[config.mk]
export PLATFORM = sky130hd
export DESIGN_NAME = nr_demux4_buf
export DESIGN_NICKNAME = d
export VERILOG_FILES = /design/src/rtl/nr_demux4_buf.sv
export SDC_FILE = /design/constraint.sdc
export NUM_CORES = 1
export LEC_CHECK = 0
export ABC_AREA = 0
export BUFFER_PORTS_ARGS = -buffer_cell sky130_fd_sc_hd__buf_4
export CELL_PAD_IN_SITES_DETAIL_PLACEMENT = 1
export CELL_PAD_IN_SITES_GLOBAL_PLACEMENT = 1
export CORE_MARGIN = 2
export CORE_UTILIZATION = 36
export DETAILED_ROUTE_END_ITERATION = 16
export PLACE_DENSITY_LB_ADDON = 0.15
export SETUP_SLACK_MARGIN = 0.1
export SLEW_MARGIN = 10
export SYNTH_ARGS = -nofsm -noshare
export SYNTH_HDL_FRONTEND = slang
export SYNTH_HIERARCHICAL = 1
export SYNTH_SLANG_ARGS = --single-unit
[constraint.sdc]
create_clock -name clk -period 2.15 [get_ports clk]
set_input_delay 0.1075 -clock clk [delete_from_list [all_inputs] [get_ports clk]]
set_output_delay 0.1075 -clock clk [all_outputs]
set_load 0.005 [all_outputs]
[src/rtl/nr_demux4_buf.sv]
// Registered 1-to-4 demultiplexer for the nanoRisk 8-bit datapath.
// Each destination has a one-entry valid/ready holding buffer; input is routed by in_sel.

module nr_demux4_buf_chan #(
    parameter int WIDTH = 8
) (
    input  logic             clk,
    input  logic             rst,
    input  logic             load,
    input  logic             drain,
    input  logic [WIDTH-1:0] load_data,
    output logic [WIDTH-1:0] data,
    output logic             valid
);
    typedef enum logic {EMPTY = 1'b0, FULL = 1'b1} state_t;

    state_t state, state_next;

    always_ff @(posedge clk) begin
        if (rst) state <= EMPTY;
        else     state <= state_next;
    end

    // A load while full replaces the beat being drained, so no bubble appears.
    always_comb begin
        state_next = state;
        unique case (state)
            EMPTY:   if (load)           state_next = FULL;
            FULL:    if (drain && !load) state_next = EMPTY;
            default:                     state_next = EMPTY;
        endcase
    end

    // Data is left in place on drain; only a load or reset changes it.
    always_ff @(posedge clk) begin
        if (rst)       data <= '0;
        else if (load) data <= load_data;
    end

    assign valid = (state == FULL);
endmodule

module nr_demux4_buf #(
    parameter int WIDTH = 8
) (
    input  logic             clk,
    input  logic             rst,
    input  logic [WIDTH-1:0] in_data,
    input  logic [1:0]       in_sel,
    input  logic             in_valid,
    output logic             in_ready,
    output logic [WIDTH-1:0] out0_data,
    output logic [WIDTH-1:0] out1_data,
    output logic [WIDTH-1:0] out2_data,
    output logic [WIDTH-1:0] out3_data,
    output logic [3:0]       out_valid,
    input  logic [3:0]       out_ready,
    output logic             busy,
    output logic [7:0]       xfer_cnt
);
    logic [3:0][WIDTH-1:0] chan_data;
    logic [3:0]            load;
    logic                  accept;

    // Only the selected channel can stall the input.
    assign in_ready = ~out_valid[in_sel] | out_ready[in_sel];
    assign accept   = in_valid & in_ready;

    for (genvar k = 0; k < 4; k++) begin : g_chan
        assign load[k] = accept && (in_sel == 2'(k));

        nr_demux4_buf_chan #(.WIDTH(WIDTH)) u_chan (
            .clk       (clk),
            .rst       (rst),
            .load      (load[k]),
            .drain     (out_ready[k]),
            .load_data (in_data),
            .data      (chan_data[k]),
            .valid     (out_valid[k])
        );
    end

    assign out0_data = chan_data[0];
    assign out1_data = chan_data[1];
    assign out2_data = chan_data[2];
    assign out3_data = chan_data[3];
    assign busy      = |out_valid;

    always_ff @(posedge clk) begin
        if (rst)         xfer_cnt <= 8'h00;
        else if (accept) xfer_cnt <= xfer_cnt + 8'h01;
    end
endmodule

# Word-level counts from Yosys, hierarchy flattened
# Index checks and enable logic that the tools add are counted.
[word_totals]
regBits = 44
latchBits = 0
ram_bits = 0
mem_bits_ro = 0
input_bits = 17
wordCells = 51
memories = 0
[op_classes]
add_sub_neg = 1
multipliers = 0
div = 0
n_lt_le_gt_ge = 1
n_eq_ne = 3
shifts = 0
n_mux = 16
bitwise_logic = 7
n_reduce_logical = 14
[op_table]
columns = ["operator", "n"]
rows = [
  ["$mux W1", 10],
  ["$add A8 B1 Y8 const B", 1],
  ["$logic_and A1 B1 Y1", 8],
  ["$pmux W1 S2", 4],
  ["$not A1 Y1", 5],
  ["$bmux W1 S2", 2],
  ["$eq A2 B2 Y1 const B", 2],
  ["$logic_not A1 Y1", 4],
  ["$reduce_or A4 Y1", 1],
  ["$lt A2 B3 Y1 const B", 1],
  ["$eq A2 B1 Y1 const B", 1],
  ["$logic_not A2 Y1", 1],
  ["$and A1 B1 Y1", 1],
  ["$or A1 B1 Y1", 1],
]

# Depth between registers and ports, before layout
[depth]
ltp_word = 10
depth_mapped = 5

# Cells and area by module
# Netlist, hierarchy kept.
[by_module_without_submodules]
columns = ["module", "instances", "cells_per_inst", "area_per_inst_um2", "seq_area_each_um2"]
rows = [
  ["nr_demux4_buf_chan", 4, 30, 321.6, 180.2],
  ["nr_demux4_buf", 1, 57, 464.2, 160.2],
]

# Least setup slack after synthesis
# OpenSTA, ideal clock, no wires.
[synth_timing]
path_type = "register -> register"
start = "reg g_chan[1].u_chan.state"
end = "reg xfer_cnt[6]"
setup_time_ns = 0.070
arrival_time_ns = 1.585
setup_slack_ns = 0.495
path_stages_with_launch = 5
path_buffers = 0
period_less_slack_ns = 1.655
path_cell_list = "dfxtp_1 nor2b_1 mux4_2 or4_1 a21oi_1"
[synth_via]
elab_chain_len = 5
[synth_lines]
columns = ["item", "line", "rtl"]
rows = [
  ["start, declared", "17", "state_t state, state_next;"],
  ["start signal, assigned", "21", "else state <= state_next;"],
  ["$bmux W1 S2", "66", "assign in_ready = ~out_valid[in_sel] | out_ready[in_sel];"],
  ["$mux W1 (implied by the code)", "66", ""],
  ["$not A1 Y1", "66", ""],
  ["$or A1 B1 Y1", "66", ""],
  ["$and A1 B1 Y1", "67", "assign accept = in_valid & in_ready;"],
  ["end signal, assigned", "91", "else if (accept) xfer_cnt <= xfer_cnt + 8'h01;"],
  ["end, declared", "59", "output logic [7:0] xfer_cnt"],
]
# No other way between the ends. The select of a mux whose other input is x is not followed.
# A chain may end at the register's enable or synchronous reset.

# Worst setup path in the final report
# Same ends and word-level chain as after synthesis.

==> metrics.md <==
| Metric | Value |
|---|---|
| Status | `finished clean` |
| Layout cells sized above 1 | `33.7%` |
| Critical path endpoint category | `flip-flop` |
| Resize count post-CTS | `0` |
| Vias per cell | `between 4 and 5` |
| Largest net degree at the start of global routing | `45` |
| Final instance area | `0.00239 mm²` |
| Multi-input logic area | `slightly below 800 µm²` |
| WP data arrival | `roughly 2.1 ns` |
| CP Cell Sequence | `nor2b_1 -> mux4_2 -> or4_1 -> a21oi_1` |
| GR peak layer | `met2` |
| GRT overflow | `0` |
| Mapped Avg Cell Area | `roughly 9.9 µm²` |
| Core ar. | `between 0.004 and 0.005 mm²` |
| IO Count | `63` |
| Dpl hpwl | `about 3 mm` |
| Nets@finish | `260` |
| Worst slew pin tran | `around 0.47 ns` |
| Grt met3 use | `under 10%` |
| Crit-path max FO | `17` |
| Yosys cell types | `26` |
| Slew margin rel. | `between 60% and 70%` |
| CTS Buffer Depth | `2` |
| Tmin final | `~1.8 ns` |
| Peak supply drop | `0.471 mV` |
| Routed via count | `about 1500` |
| Finish-stage setup viols | `0` |
| H-tree depth | `2` |
| Clock skew | `0.00589 ns` |
| Pleak | `~1.0 nW` |
| Initial DRC Count | `33` |
| Area grow syn2layout | `36.3%` |
| Vias in the first global route | `1368` |
| Unrepaired setup endpoints after global routing | `false` |
| I/O Buffers | `62` |
| Chip Width | `73.7 µm` |
| Max-cap violations | `0` |
| Filler instances | `about 560` |
| Placed cell area | `between 0.002 and 0.0025 mm²` |
| Die height | `roughly 74 µm` |
| Fin. Hold Viols | `0` |
| Syn nets | `roughly 200` |
| Yosys reg bits | `44` |
| Mapped cell area | `about 0.0018 mm²` |
| Setup repair bufs after CTS | `0` |
| Area taken by flip-flops and latches | `881 µm²` |
| Max Fclk | `roughly 540 MHz` |
| DR DRC count | `0` |
| Sequential fraction of the synthesis area | `between 50% and 60%` |
| Total negative slack | `0 ns` |
| Final wirelength | `4.24 mm` |
| Clock transition at path regs | `around 0.08 ns` |
| CP bufs+invs | `0` |
| Clk root buf | `clkbuf_8` |
| P per Cell Area | `approximately 690 mW/mm²` |
| Hold WC Path Type | `input port to flip-flop` |
| Clk Latency, worst-skew pair | `about 0.28 ns` |
| Met1 usage | `20.1%` |
| Synth Instances | `177` |
| Drt wl/cell | `roughly 14 µm` |
| Drt first pass iters | `4` |
| GR Util met2 | `25.9%` |
| Tot Pwr | `1.65 mW` |
| # diodes | `0` |
| Gr usage total | `between 15 and 20%` |
| Worst Path Required | `about 2.4 ns` |
| TritonCTS buffer count | `5` |
| Global-route wire length before repair | `approximately 6.6 mm` |
| CTS sink cnt | `44` |
| Full die area | `between 0.005 and 0.006 mm²` |
| Crit path largest cell delay | `between 0.6 and 0.7 ns` |
| Cell family with the largest share of critical-path delay | `simple AND/OR/NAND/NOR gates` |
| CTS tree | `built` |
| Initial antenna violation count | `0` |
| Std-Cell Rows | `25` |
| Ratio of final minimum period to clock period | `between 80% and 90%` |
| GPL Wtd Cong | `approximately 0.8` |
| CP max-delay cell | `mux4_2` |
| Hold_buf cts | `0` |
| Warnings from Yosys | `6` |
| Final Max Tran Viols | `0` |
| Detail Route Antenna Nets | `0` |
| CP Class | `flip-flop to flip-flop` |
| Worst Setup Start Kind | `flip-flop` |
| Initial core utilization | `around 37%` |
[state kept, by name, indices dropped and copies added, names as in the netlist]
name	cells
xfer_cnt	8
g_chan.u_chan/data	32
g_chan.u_chan/valid	4
[cell families after synthesis]
logic type	after synthesis	synth area share, %
multiplexers	33	19.6
AND/OR/NAND/NOR	61	17.7
flip-flops	44	50.3
buffers and inverters	18	5.86
adder cells (fa/ha/maj)	1	0.715
AO/OA/AOI/OAI	20	5.86
[where the power goes]
| part | total (mW) | switching (mW) | internal [mW] |
|---|---|---|---|
| Combinational | 0.177 | 0.0821 | 0.0950 |
| Clock | 0.616 | 0.271 | 0.345 |
| Sequential | 0.858 | 0.0178 | 0.841 |
| Total | 1.65 | 0.371 | 1.28 |
[final timing paths]
| kind | start | endpoint | slack (ns) | cells after the start |
|---|---|---|---|---|
| setup / recovery | g_chan[1].u_chan/valid$_SDFF_PP0_ | xfer_cnt[6]$_SDFFE_PP0P_ | 0.31 | 4 |
| hold / removal | in_data[7] | g_chan[0].u_chan/data[7]$_SDFFE_PP0P_ | 0.08 | 3 |
| setup reg to reg | g_chan[1].u_chan/valid$_SDFF_PP0_ | xfer_cnt[6]$_SDFFE_PP0P_ | 0.31 | 4 |
| hold reg to reg | xfer_cnt[7]$_SDFFE_PP0P_ | xfer_cnt[7]$_SDFFE_PP0P_ | 0.49 | 2 |
[synth_stat cells, drive strengths merged]
cell type,number,area share [%]
mux4,1,1.3
nand4,3,1.1
and3,1,0.36
nand2b,4,1.4
nor3,1,0.29
a21oi,12,3.4
nor3b,1,0.43
nand2,3,0.64
clkbuf,5,1.4
or4,2,0.86
nor2b,4,1.9
o21ai,7,2.0
buf,5,2.8
ha,1,0.71
nor4b,1,0.50
or3b,1,0.50
inv,8,1.7
dfxtp,44,50
o31ai,1,0.43
nor4,1,0.36
mux2i,32,18
or3,7,2.5
nor2,32,6.9
[worst min-delay path, cell delays in order]
cell	delay (ns)
buf_4	0.10
mux2i_1	0.06
nor2_1	0.07
[metrics by stage]
| stage | std cells | hold WS, ns | util [%] | setup slack, ns |
|---|---|---|---|---|
| global route | 297 | 0.0853 | 50.9 | 0.210 |
| floorplan | 177 | 0.255 | - | 0.495 |
| detailed placement | 289 | 0.381 | 48.6 | 0.331 |
| global placement | 289 | 0.376 | 48.6 | 0.345 |
| finish | 297 | 0.0831 | 50.9 | 0.310 |
| CTS | 297 | 0.0864 | 50.9 | 0.304 |
[area by class of cell]
type,count,area share [%]
Sequential cell,44,36.9
Multi-Input combinational cell,115,33.1
Timing Repair Buffer,68,21.4
Clock buffer,6,3.04
Tap cell,54,2.83
Clock inverter,2,1.47
Inverter,8,1.26
[layer usage]
layer,wire length (µm),up-vias
met5,0,-
met4,25,0
met3,190,2
met2,2090,33
met1,1940,706
li1,-,731
[layout by cell type, fill, tap and decap left out]
cell,netlist,routed
clkbuf_8,0,5
and3_1,1,1
nand4_1,3,3
bufinv_16,0,1
or4_1,2,2
nor3b_2,0,1
buf_4,0,68
nand2_1,3,3
or3_1,7,7
o31ai_1,1,1
mux4_2,1,1
mux2i_1,32,32
nor4b_2,0,1
nor3_2,0,1
nor2b_4,1,1
inv_1,8,8
nor2_1,32,32
nor2b_1,3,3
ha_1,1,1
nand2b_1,4,4
clkbuf_1,1,1
dfxtp_1,44,44
nor4_2,0,1
clkinv_2,0,1
a21oi_1,12,12
or3b_2,1,1
o21ai_0,7,7
(Power assumes the default switching activity.)
